`config.mk`:
```
export PLATFORM = sky130hd
export DESIGN_NAME = pipe_mdu_ctrl
export DESIGN_NICKNAME = d
export VERILOG_FILES = /design/src/rtl/pipe_mdu_ctrl.sv
export SDC_FILE = /design/constraint.sdc
export NUM_CORES = 1
export LEC_CHECK = 0
export ABC_CLOCK_PERIOD_IN_PS = 8400
export CELL_PAD_IN_SITES_DETAIL_PLACEMENT = 1
export CELL_PAD_IN_SITES_GLOBAL_PLACEMENT = 1
export CORE_ASPECT_RATIO = 0.6
export CORE_MARGIN = 4
export CORE_UTILIZATION = 35
export DETAILED_ROUTE_END_ITERATION = 16
export PLACE_DENSITY = 0.76
export SYNTH_ARGS = -nofsm -noshare
export SYNTH_HDL_FRONTEND = slang
export SYNTH_SLANG_ARGS = --single-unit
```
`constraint.sdc`:
```
create_clock -name clock -period 8.4 [get_ports clock]
set_clock_uncertainty 0.15 [all_clocks]
set_input_delay 1.68 -clock clock [delete_from_list [all_inputs] [get_ports clock]]
set_output_delay 1.68 -clock clock [all_outputs]
set_load 0.005 [all_outputs]
```
`src/rtl/pipe_mdu_ctrl.sv`:
```
// Multi-cycle multiply/divide sequencer for the execute stage; owns HI/LO.
// Runs a 32-step shift-add multiply or restoring divide on operand magnitudes.
module pipe_mdu_ctrl #(
  parameter int unsigned WIDTH = 32,
  parameter int unsigned CNT_W = 5
) (
  input  logic             clock,
  input  logic             reset,
  input  logic [2:0]       emdop,
  input  logic [WIDTH-1:0] ea,
  input  logic [WIDTH-1:0] eb,
  input  logic             ecancel,
  output logic             mdu_stall,
  output logic             mdu_busy,
  output logic [WIDTH-1:0] hi,
  output logic [WIDTH-1:0] lo
);

  localparam logic [2:0] OP_MULT  = 3'd1;
  localparam logic [2:0] OP_MULTU = 3'd2;
  localparam logic [2:0] OP_DIV   = 3'd3;
  localparam logic [2:0] OP_DIVU  = 3'd4;
  localparam logic [2:0] OP_MTHI  = 3'd5;
  localparam logic [2:0] OP_MTLO  = 3'd6;

  typedef enum logic [1:0] {S_IDLE, S_RUN, S_DONE} state_e;

  state_e             state_q;
  logic [CNT_W-1:0]   count_q;
  logic [WIDTH-1:0]   acc_q;    // multiply: upper product / divide: remainder
  logic [WIDTH-1:0]   lsw_q;    // multiply: multiplier / divide: quotient
  logic [WIDTH-1:0]   opb_q;    // multiply: multiplicand / divide: divisor
  logic [WIDTH-1:0]   hi_q, lo_q;
  logic               is_div_q, neg_q_q, neg_r_q;

  logic               start_c, is_signed_c, is_div_c, sgn_fix_c;
  logic [WIDTH-1:0]   abs_a_c, abs_b_c;
  logic [WIDTH:0]     mul_sum_c, div_shift_c, div_trial_c;
  logic [WIDTH-1:0]   acc_d, lsw_d;
  logic [2*WIDTH-1:0] prod_c, prod_fix_c;
  logic [WIDTH-1:0]   quo_fix_c, rem_fix_c;

  // Start decode and operand magnitudes; a signed divide by zero keeps raw operands
  always_comb begin
    start_c     = !ecancel && (emdop == OP_MULT || emdop == OP_MULTU ||
                               emdop == OP_DIV  || emdop == OP_DIVU);
    is_signed_c = (emdop == OP_MULT) || (emdop == OP_DIV);
    is_div_c    = (emdop == OP_DIV)  || (emdop == OP_DIVU);
    sgn_fix_c   = is_signed_c && !(is_div_c && (eb == '0));
    abs_a_c     = (sgn_fix_c && ea[WIDTH-1]) ? WIDTH'(-ea) : ea;
    abs_b_c     = (sgn_fix_c && eb[WIDTH-1]) ? WIDTH'(-eb) : eb;
  end

  // One multiply or divide iteration
  always_comb begin
    mul_sum_c   = {1'b0, acc_q} + (lsw_q[0] ? {1'b0, opb_q} : '0);
    div_shift_c = {acc_q, lsw_q[WIDTH-1]};
    div_trial_c = div_shift_c - {1'b0, opb_q};
    acc_d       = mul_sum_c[WIDTH:1];
    lsw_d       = {mul_sum_c[0], lsw_q[WIDTH-1:1]};
    if (is_div_q) begin
      if (!div_trial_c[WIDTH]) begin
        acc_d = div_trial_c[WIDTH-1:0];
        lsw_d = {lsw_q[WIDTH-2:0], 1'b1};
      end else begin
        acc_d = div_shift_c[WIDTH-1:0];
        lsw_d = {lsw_q[WIDTH-2:0], 1'b0};
      end
    end
  end

  // Sign fix-up applied at commit
  always_comb begin
    prod_c     = {acc_q, lsw_q};
    prod_fix_c = neg_q_q ? (2*WIDTH)'(-prod_c) : prod_c;
    quo_fix_c  = neg_q_q ? WIDTH'(-lsw_q) : lsw_q;
    rem_fix_c  = neg_r_q ? WIDTH'(-acc_q) : acc_q;
  end

  always_ff @(posedge clock) begin
    if (reset) begin
      state_q  <= S_IDLE;
      count_q  <= '0;
      acc_q    <= '0;
      lsw_q    <= '0;
      opb_q    <= '0;
      hi_q     <= '0;
      lo_q     <= '0;
      is_div_q <= 1'b0;
      neg_q_q  <= 1'b0;
      neg_r_q  <= 1'b0;
    end else begin
      case (state_q)
        S_IDLE: begin
          if (start_c) begin
            acc_q    <= '0;
            lsw_q    <= is_div_c ? abs_a_c : abs_b_c;
            opb_q    <= is_div_c ? abs_b_c : abs_a_c;
            is_div_q <= is_div_c;
            neg_q_q  <= sgn_fix_c && (ea[WIDTH-1] ^ eb[WIDTH-1]);
            neg_r_q  <= sgn_fix_c && ea[WIDTH-1];
            count_q  <= '0;
            state_q  <= S_RUN;
          end else if (!ecancel && emdop == OP_MTHI) begin
            hi_q <= ea;
          end else if (!ecancel && emdop == OP_MTLO) begin
            lo_q <= ea;
          end
        end
        S_RUN: begin
          if (ecancel) begin
            state_q <= S_IDLE;
          end else begin
            acc_q   <= acc_d;
            lsw_q   <= lsw_d;
            count_q <= count_q + CNT_W'(1);
            if (count_q == CNT_W'(WIDTH - 1)) state_q <= S_DONE;
          end
        end
        S_DONE: begin
          state_q <= S_IDLE;
          if (!ecancel) begin
            if (is_div_q) begin
              hi_q <= rem_fix_c;
              lo_q <= quo_fix_c;
            end else begin
              hi_q <= prod_fix_c[2*WIDTH-1:WIDTH];
              lo_q <= prod_fix_c[WIDTH-1:0];
            end
          end
        end
        default: state_q <= S_IDLE;
      endcase
    end
  end

  // Stall is combinational so the start cycle itself holds the pipeline
  assign mdu_stall = !reset && ((state_q == S_IDLE && start_c) || state_q == S_RUN);
  assign mdu_busy  = (state_q != S_IDLE);
  assign hi        = hi_q;
  assign lo        = lo_q;

endmodule

```
==> summary.md, run 1 <==
| Metric | Value |
|---|---|
| Core area | `40580 um2` |
| Register bit total from synthesis | `170` |
| Seq/Total Area, Yosys | `0.2363` |
| Final min period | `5431 ps` |
| Drt pass-1 iters | `6` |
| Top cells by count, synth | `nor2_1 (257), nand2_1 (212), a21oi_1 (210), dfxtp_1 (170), o21ai_0 (137)` |
| Final Cycle Share | `0.6466` |
| Die ar. | `44570 um2` |
| DR WL/cell | `26.03 um` |
| Largest net degree at the start of global routing | `88` |
| Primary FF master, synth | `dfxtp_1` |
| Clk_lat worst skew | `470 ps` |
| Crit path arrival time | `3600 ps` |
| Largest family of logic cells by synthesized area | `compound AO/OA/AOI/OAI gates` |
| Row Count | `57` |
| Drt via density | `6.238` |
| Cell area power density | `151.7 nW/um2` |
| Req. time, crit path | `6570 ps` |
| FF-to-FF End | `acc_q[6]` |
| Nets@finish | `2183` |
| CTS tree | `built` |
| Syn Inst Count | `1983` |
| Synthesized area | `14400 um2` |
| Achievable Freq | `184.1 MHz` |
| Type of the worst min-delay path | `flip-flop to flip-flop` |
| RSZ-0062 raised after global routing | `no` |
| CP Launch Type | `primary input` |
| Post-synthesis simple-gate area fraction | `0.2213` |
| Chip Height | `165.1 um` |
| Clk buf depth | `2` |
| Total GRT Usage | `0.2902` |
| Area growth syn-to-layout | `16.37%` |
| Status | `complete, no violations` |
| Critical path type | `primary input to output pin` |
| Reg2reg start | `lsw_q[31]` |
| Element type at the critical path end | `output pin` |
| Diodes inserted | `0` |
| Synth top area share | `0.2363` |
| Port buffer count | `135` |
| Multiplexer area fraction after synthesis | `0.02858` |
| Reg2Reg Setup Slack | `3650 ps` |
| Max-slew violation count | `0` |
| Gpl congestion | `0.9803` |
| Initial Utilization | `0.3549` |
| Avg Inst Size Synth | `7.264 um2` |
| Share of post-route cells with drive strength above 1 | `0.05063` |
| Drt drc | `0` |
| Post-synthesis cell type with the largest combined area | `dfxtp_1` |
| Routed Antenna Nets | `0` |
| Via count | `16130` |
| Fillers | `5027` |
| VDD IR max | `150.6 uV` |
| XOR/XNOR share of the synthesized area | `0.1051` |
| Ys async rst share | `0` |
| Maxcap violations | `0` |
| Worst slew margin | `0.04151` |
| First-pass GRT wire length | `98.89 mm` |
| # IOs | `136` |
| Number of synthesized flops with an enable pin | `0` |
| Tightest Pin Transition | `1401 ps` |
| Total wire length | `67.28 mm` |
| Width of the die | `269.9 um` |
| Ys Warns | `0` |
| Hold endpoint | `count_q[4]` |
| Initial DRC Count | `1985` |
| Hold buffers post-CTS | `0` |
| Fin. Hold Viols | `0` |
| Lkg Pwr | `6.492 nW` |
| Final core utilization | `0.4131` |
| Post-synth cell types | `83` |
| Cts bufs inserted | `17` |
| Post-Synth Adder-Cell Area | `0.06359` |
| Clock sink count | `170` |
| Count leader, synth | `nor2_1` |
| CP Max Fanout | `25` |
| Vias in the first global route | `15360` |
| Setup TNS | `0 ps` |
| DPL Wire Length | `52.51 mm` |
| Initial antenna violation count | `2` |
| Setup violations, final | `0` |
| Clock Tree Root | `clkbuf_16` |
| H-tree depth | `4` |
| Worst Hold Depth | `2` |
| Compound-Gate Fraction of Synth Area | `0.2944` |
| Count of cells resized by post-cts repair | `0` |
| HP Start | `count_q[4]` |
| Grt ovf | `0` |
| Worst R2R Path Depth | `14` |
| Syn Nets | `2125` |
| Ranking of synthesized cells by area | `dfxtp_1 (24%), a21oi_1 (7.3%), nor2_1 (6.7%), xor2_1 (6.2%), ha_1 (6.1%)` |
| Setup repair bufs after CTS | `0` |
| Clk slew on worst S/H paths | `70 ps` |
where the power goes:
| group | leakage, nW | internal (W) | switching, W |
|---|---|---|---|
| Clock | 0.293 | 0.000404 | 0.000442 |
| Sequential | 1.38 | 0.000843 | 0.0000817 |
| Combinational | 4.82 | 0.000277 | 0.000494 |
worst max-delay path, stage by stage:
cell	delay (ps)
clkdlybuf4s50_1	500
nor3_1	370
nand2_1	100
buf_4	250
a21oi_1	170
clkdlybuf4s50_1	520
metrics by stage:
stage | total power (W) | cells | cell area, um2 | worst slack [ps] | hold WS, ps
floorplan | 0.001390 | 1983 | 14400 | 3713 | 275.0
global placement | 0.001658 | 2553 | 16160 | 3018 | 286.3
detailed placement | 0.001679 | 2553 | 16160 | 2977 | 300.9
CTS | 0.002515 | 2585 | 16760 | 2971 | 311.4
global route | 0.002630 | 2585 | 16760 | 2879 | 335.0
finish | 0.002542 | 2585 | 16760 | 2969 | 310.4
state kept, by name (all words and copies together) (netlist names):
| register | flops |
|---|---|
| count_q | 5 |
| neg_q_q | 1 |
| neg_r_q | 1 |
| acc_q | 32 |
| hi | 32 |
| lsw_q | 32 |
| is_div_q | 1 |
| opb_q | 32 |
| state_q | 2 |
| lo | 32 |
per-layer routing:
metal	wire length, um	vias to the layer above	track usage
met1	31830	7907	0.4262
met2	25440	845	0.3945
li1	-	7293	-
met4	1081	4	0.06084
met5	149	-	0.02193
met3	8771	76	0.1106
cell usage in the layout, fill, tap and decap left out, types with 6 or more instances in the layout:
master / instances
buf_4: 28
and2_1: 11
o21ai_0: 137
xor2_1: 101
or3_1: 18
inv_8: 7
nand2b_1: 19
a21oi_1: 210
inv_1: 62
o21bai_1: 7
a22o_1: 10
o22ai_1: 10
nand2_1: 212
a32o_1: 14
a311oi_1: 7
o31ai_1: 24
nor2b_1: 9
or4_1: 12
nand4_1: 9
nor2_1: 256
and3_1: 6
a21o_1: 43
dfxtp_1: 169
ha_1: 70
a31oi_1: 21
o211ai_1: 23
xnor2_1: 69
nor4_1: 10
o41ai_1: 22
a211oi_1: 36
clkbuf_16: 17
a2111oi_0: 9
nand3_1: 30
a22oi_1: 12
a221o_1: 7
o21a_1: 10
clkdlybuf4s50_1: 134
nor3_1: 55
mux2i_1: 40
cell type report:
class | instances | area, um2 | share of cell area
clock inverters | 15 | 173.9 | 0.01038
well taps | 531 | 664.4 | 0.03964
inverters | 62 | 232.7 | 0.01388
multi-input cells | 1628 | 10310 | 0.6151
clock buffers | 17 | 425.4 | 0.02538
flip-flops and latches | 170 | 3405 | 0.2031
repair buffers | 162 | 1551 | 0.09256
how the worst max path moves through the flow:
stage | cells after the start | slack [ps] | startpoint | end
after global routing | 6 | 2880 | ecancel | mdu_stall
final | 6 | 2970 | ecancel | mdu_stall
after detailed placement | 6 | 2980 | ecancel | mdu_stall
after floorplan | 5 | 3710 | reset | mdu_stall
after global placement | 6 | 3020 | ecancel | mdu_stall
after CTS | 6 | 2970 | ecancel | mdu_stall
kinds of logic after synthesis:
family                     count (synthesis)
and+or+nand+nor                          686
AOI/OAI and AO/OA                        657
buffers and inverters                    185
xor gates and xnor gates                 172
DFF                                      170
adders and majority gates                 72
muxes                                     41
Note: power is estimated with default switching activity, not from simulation.
==> run 2, diff against run 1 <==
Settings changed: ABC_CLOCK_PERIOD_IN_PS 8400 to 5300.
Clock period 8.4 ns to 5.3 ns, I/O delays scaled along.
==> run 2 against run 1 <==
Compared with the run above:
- critical path depth increased by 8
- non-clock buffer count increased by 31
- cell area increased by 1.7%
- worst setup slack got worse by 2300 ps
- routed wire length increased by 3.1%
- highest routed layer unchanged
==> summary.md, run 2 (synthesis gave the netlist of run 1 again) <==
| Metric | Value |
|---|---|
| Hold buffers post-CTS | `0 (unchanged)` |
| Row Count | `57 (unchanged)` |
| Finished Layout Cells | `2616 (was 2585)` |
| Cell area power density | `241.6 nW/um2 (was 151.7 nW/um2)` |
| Max-slew violation count | `0 (unchanged)` |
| Routed Antenna Nets | `0 (unchanged)` |
| Tightest Pin Transition | `1198 ps (was 1401 ps)` |
| Fillers | `5001 (was 5027)` |
| Gpl congestion | `0.9492 (was 0.9803)` |
| FF-to-FF End | `acc_q[25] (was acc_q[6])` |
| Worst slew margin | `0.2011 (was 0.04151)` |
| HP Start | `hi[13] (was count_q[4])` |
| Clk buf depth | `2 (unchanged)` |
| Count of cells resized by post-cts repair | `0 (unchanged)` |
| Clock Tree Root | `clkbuf_16 (unchanged)` |
| # IOs | `136 (unchanged)` |
| Type of the worst min-delay path | `flip-flop to flip-flop (unchanged)` |
| Initial DRC Count | `2050 (was 1985)` |
| Clock sink count | `170 (unchanged)` |
| Die ar. | `44570 um2 (unchanged)` |
| Hold endpoint | `hi[13] (was count_q[4])` |
| Lkg Pwr | `6.661 nW (was 6.492 nW)` |
| Total wire length | `69.39 mm (was 67.28 mm)` |
| Setup TNS | `0 ps (unchanged)` |
| Achievable Freq | `217.3 MHz` |
| Storage cell area | `3405 um2 (unchanged)` |
| RSZ-0062 raised after global routing | `no (unchanged)` |
| Maxcap violations | `0 (unchanged)` |
| Worst R2R Path Depth | `14 (unchanged)` |
| Most common cell after layout, fill and taps aside | `nor2_1 (unchanged)` |
| CP Max Fanout | `20 (was 25)` |
| Setup repair bufs after CTS | `0 (unchanged)` |
| Chip Height | `165.1 um (unchanged)` |
| Clk slew on worst S/H paths | `80 ps (was 70 ps)` |
| CP Launch Type | `flip-flop (was primary input)` |
| Final Cycle Share | `0.8683` |
| Initial antenna violation count | `2 (unchanged)` |
| Crit path arrival time | `4820 ps (was 3600 ps)` |
| Clk_lat worst skew | `470 ps (about the same)` |
| Fin. Hold Viols | `0 (unchanged)` |
| First-pass GRT wire length | `102.3 mm (was 98.89 mm)` |
| Share of post-route cells with drive strength above 1 | `0.06475 (was 0.05063)` |
| Diodes inserted | `0 (unchanged)` |
| VDD IR max | `254.6 uV (was 150.6 uV)` |
| Reg2Reg Setup Slack | `700 ps (was 3650 ps)` |
| Final min period | `4602 ps` |
| Nets@finish | `2214 (was 2183)` |
| Cts bufs inserted | `17 (unchanged)` |
| Critical path type | `flip-flop to flip-flop (was primary input to output pin)` |
| Drt drc | `0 (unchanged)` |
| Width of the die | `269.9 um (unchanged)` |
| H-tree depth | `4 (unchanged)` |
| Worst Hold Depth | `1 (was 2)` |
| Element type at the critical path end | `flip-flop (was output pin)` |
| Core area | `40580 um2 (unchanged)` |
| Largest net degree at the start of global routing | `73 (was 88)` |
| Drt pass-1 iters | `5 (was 6)` |
| Port buffer count | `135 (unchanged)` |
| DR WL/cell | `26.53 um (was 26.03 um)` |
| Drt via density | `6.255 (was 6.238)` |
| Setup violations, final | `0 (unchanged)` |
| Total Power | `0.004118 W (was 0.002542 W)` |
| DPL Wire Length | `54.70 mm (was 52.51 mm)` |
| Vias in the first global route | `15920 (was 15360)` |
| Area occupied by multi-input gates | `10320 um2 (was 10310 um2)` |
| Initial Utilization | `0.3549 (unchanged)` |
| Req. time, crit path | `5520 ps (was 6570 ps)` |
| Total GRT Usage | `0.3008 (was 0.2902)` |
| Inst Count DP | `2584 (was 2553)` |
| Reg2reg start | `lsw_q[0] (was lsw_q[31])` |
| Most frequent cells in the layout | `nor2_1 (256), nand2_1 (212), a21oi_1 (210) (unchanged)` |
| Via count | `16360 (was 16130)` |
| Status | `complete, no violations (unchanged)` |
| CTS tree | `built (unchanged)` |
| Grt ovf | `0 (unchanged)` |
| Area growth syn-to-layout | `18.36% (was 16.37%)` |
run 2: cell count changes in the layout (fill, tap and decap cells not counted), sizes merged:
cell,before,now
buf,28,59
bufinv,0,2
clkinv,5,2
clkinvlp,1,3
inv,71,70
run 2: per-layer routing:
metal	vias to the layer above	track usage	share of wire
met5	-	0	0.00019
met4	2	0.05297	0.014
met3	64	0.1173	0.13
met2	843	0.4142	0.38
met1	8118	0.4419	0.47
li1	7337	-	-
run 2: layout make-up:
cell class                      instances  share of cell area
Sequential cell                       170              0.1997
Tap cell                              531             0.03897
Multi-Input combinational cell       1628              0.6055
Clock inverter                         15             0.01042
Inverter                               62             0.01365
Timing Repair Buffer                  193              0.1069
Clock buffer                           17             0.02495
run 2: worst max path at each step:
stage	slack, ps	start	end	cells past startpoint
after floorplan	1840	eb[6]	opb_q[12]	9
after global placement	850	eb[14]	opb_q[11]	9
after detailed placement	730	eb[14]	opb_q[12]	9
after CTS	920	lsw_q[0]	acc_q[25]	14
after global routing	560	lsw_q[0]	acc_q[25]	14
final	700	lsw_q[0]	acc_q[25]	14
run 2: power breakdown:
part	switching, W	internal (W)
logic	0.000834	0.000468
clock network	0.000664	0.000714
registers	0.000103	0.00134
run 2: critical path, stage by stage (launching register included):
cell and delay [ps]:
dfxtp_1 310, inv_1 700, buf_4 260, nor2_1 50, ha_1 340, nand2b_1 120, a21oi_1 350, a31oi_1 260
nand3_1 150, a21oi_1 120, o21ai_0 350, a21oi_1 170, o41ai_1 670, mux2i_1 200, a32o_1 300
run 2: stage by stage:
stage                     hold WS [ps]  area (um2)  setup WS, ps    util
after floorplan                  275.0       14400          1840       -
after global placement           287.5       16440         847.2  0.4052
after detailed placement         292.9       16440         728.9  0.4052
after CTS                        309.8       17050         922.4  0.4201
after global routing             323.5       17050         562.0  0.4201
final                            307.5       17050         697.9  0.4201
==> run 3, diff against run 2 <==
Settings changed: CORE_MARGIN 4 to 3, SKIP_CTS_REPAIR_TIMING from default to 1.
==> run 3 against run 2 <==
Compared with the run above:
- combinational power hardly changed
- clock power about the same
- largest power group unchanged
- core utilization is 0.73 points higher
- critical path depth is 2 lower
- cell area shrank 0.22%
- critical path type unchanged
- non-clock buffer count unchanged
- clock-buffer cell count stayed put
- worst hold slack better by 8.2 ps
- global-route usage is 0.81 points higher
==> summary.md, run 3 (synthesis gave the netlist of run 1 again) <==
| Metric | Value |
|---|---|
| Total wire length | `68.72 mm (was 69.39 mm)` |
| Chip Height | `163.1 um (was 165.1 um)` |
| Setup violations, final | `0 (unchanged)` |
| Grt ovf | `0 (unchanged)` |
| Row Count | `56 (was 57)` |
| Storage cell area | `3405 um2 (unchanged)` |
| Status | `complete, no violations (unchanged)` |
| Vias in the first global route | `15600 (was 15920)` |
| CP Max Fanout | `18 (was 20)` |
| Element type at the critical path end | `flip-flop (unchanged)` |
| Via count | `16220 (was 16360)` |
| Drt via density | `6.221 (was 6.255)` |
| Inst Count DP | `2575 (was 2584)` |
| Crit path arrival time | `4570 ps (was 4820 ps)` |
| Slack of the critical path | `931.9 ps (was 697.9 ps)` |
| Achievable Freq | `228.9 MHz (was 217.3 MHz)` |
| H-tree depth | `4 (unchanged)` |
| Worst slew margin | `0.1691 (was 0.2011)` |
| Port buffer count | `135 (unchanged)` |
| # IOs | `136 (unchanged)` |
| First-pass GRT wire length | `101.4 mm (was 102.3 mm)` |
| DP Worst Slack | `709.9 ps (was 728.9 ps)` |
| VDD IR max | `250.5 uV (was 254.6 uV)` |
| Final min period | `4368 ps (was 4602 ps)` |
| Area growth syn-to-layout | `18.10% (was 18.36%)` |
| Routed Antenna Nets | `0 (unchanged)` |
| Clock Tree Root | `clkbuf_16 (unchanged)` |
| Initial DRC Count | `1795 (was 2050)` |
| Maxcap violations | `0 (unchanged)` |
| Clk buf depth | `2 (unchanged)` |
| Cell area power density | `240.6 nW/um2 (was 241.6 nW/um2)` |
| Setup TNS | `0 ps (unchanged)` |
| Most common cell after layout, fill and taps aside | `nor2_1 (unchanged)` |
| Largest net degree at the start of global routing | `74 (was 73)` |
| Clk slew on worst S/H paths | `80 ps (about the same)` |
| CP Launch Type | `flip-flop (unchanged)` |
| Type of the worst min-delay path | `flip-flop to flip-flop (unchanged)` |
| Lkg Pwr | `6.652 nW (was 6.661 nW)` |
| Gpl congestion | `0.9960 (was 0.9492)` |
| Drt pass-1 iters | `5 (unchanged)` |
| Req. time, crit path | `5500 ps (was 5520 ps)` |
| Total Power | `0.004093 W (was 0.004118 W)` |
| Worst Hold Depth | `1 (unchanged)` |
| DR WL/cell | `26.35 um (was 26.53 um)` |
| Clk_lat worst skew | `470 ps (about the same)` |
| Finished Layout Cells | `2608 (was 2616)` |
| Max-slew violation count | `0 (unchanged)` |
| Die ar. | `43700 um2 (was 44570 um2)` |
| Worst R2R Path Depth | `12 (was 14)` |
| Fillers | `4912 (was 5001)` |
| CTS tree | `built (unchanged)` |
| Nets@finish | `2214 (unchanged)` |
| Final Cycle Share | `0.8242 (was 0.8683)` |
| Clock sink count | `170 (unchanged)` |
| Core area | `39800 um2 (was 40580 um2)` |
| Drt drc | `0 (unchanged)` |
| Width of the die | `267.9 um (was 269.9 um)` |
| Initial Utilization | `0.3619 (was 0.3549)` |
| Fin. Hold Viols | `0 (unchanged)` |
| Area occupied by multi-input gates | `10320 um2 (about the same)` |
| Critical path type | `flip-flop to flip-flop (unchanged)` |
| Tightest Pin Transition | `1235 ps (was 1198 ps)` |
| Share of post-route cells with drive strength above 1 | `0.06427 (was 0.06475)` |
| RSZ-0062 raised after global routing | `no (unchanged)` |
| Total GRT Usage | `0.3089 (was 0.3008)` |
| DPL Wire Length | `54.43 mm (was 54.70 mm)` |
| Most frequent cells in the layout | `nor2_1 (257), nand2_1 (212), a21oi_1 (210) (was nor2_1 (256), nand2_1 (212), a21oi_1 (210))` |
| Initial antenna violation count | `2 (unchanged)` |
| Cts bufs inserted | `17 (unchanged)` |
==> run 3: cell count changes in the layout (fill, tap and decap cells not counted), sizes merged <==
cell      before  now
bufinv         2    1
clkinv         2    1
clkinvlp       3    2
diode          0    1
inv           70   73
==> run 3: report_power, final <==
part           switching, W  leakage (nW)  internal, W  total (W)
clock network      0.000682         0.287     0.000676    0.00136
logic              0.000820          4.98     0.000466    0.00129
registers          0.000113          1.38      0.00134    0.00145
==> run 3: worst max-delay path: stages, from the launching register on <==
cell	delay (ps)
dfxtp_1	620
inv_1	170
fa_1	490
nand2b_1	200
a21o_1	200
a21oi_1	330
o2111ai_1	220
a21oi_1	440
a21oi_2	220
xor2_4	590
buf_12	240
nor3_1	70
a221o_1	290
==> run 3: layout make-up <==
cell class                 count  share of cell area
inverter                      62             0.01368
clock inverter                15            0.009709
tap                          522             0.03839
antenna                        1           0.0001471
sequential                   170              0.2001
timing repair buffer         193              0.1064
multi-input combinational   1628              0.6066
clock buffer                  17             0.02501
==> run 3: metal layers <==
metal	track usage	part of all wire	vias up
met5	0	0.00012	-
met2	0.4072	0.38	793
li1	-	-	7350
met3	0.1206	0.13	107
met4	0.07797	0.022	2
met1	0.4577	0.47	7972
==> run 3: final timing paths <==
kind	startpoint	to	slack, ps
setup reg to reg	acc_q[0]	acc_q[23]	930
hold reg to reg	hi[7]	hi[7]	320
setup / recovery	acc_q[0]	acc_q[23]	930
hold / removal	hi[7]	hi[7]	320
==> run 3: per-stage QoR <==
step / hold WS (ps) / area (um2) / util
finish: 315.8 / 17010 / 0.4274
floorplan: 275.0 / 14400 / -
global route: 335.4 / 17010 / 0.4274
CTS: 317.6 / 17010 / 0.4274
global placement: 287.0 / 16420 / 0.4125
detailed placement: 299.8 / 16420 / 0.4125
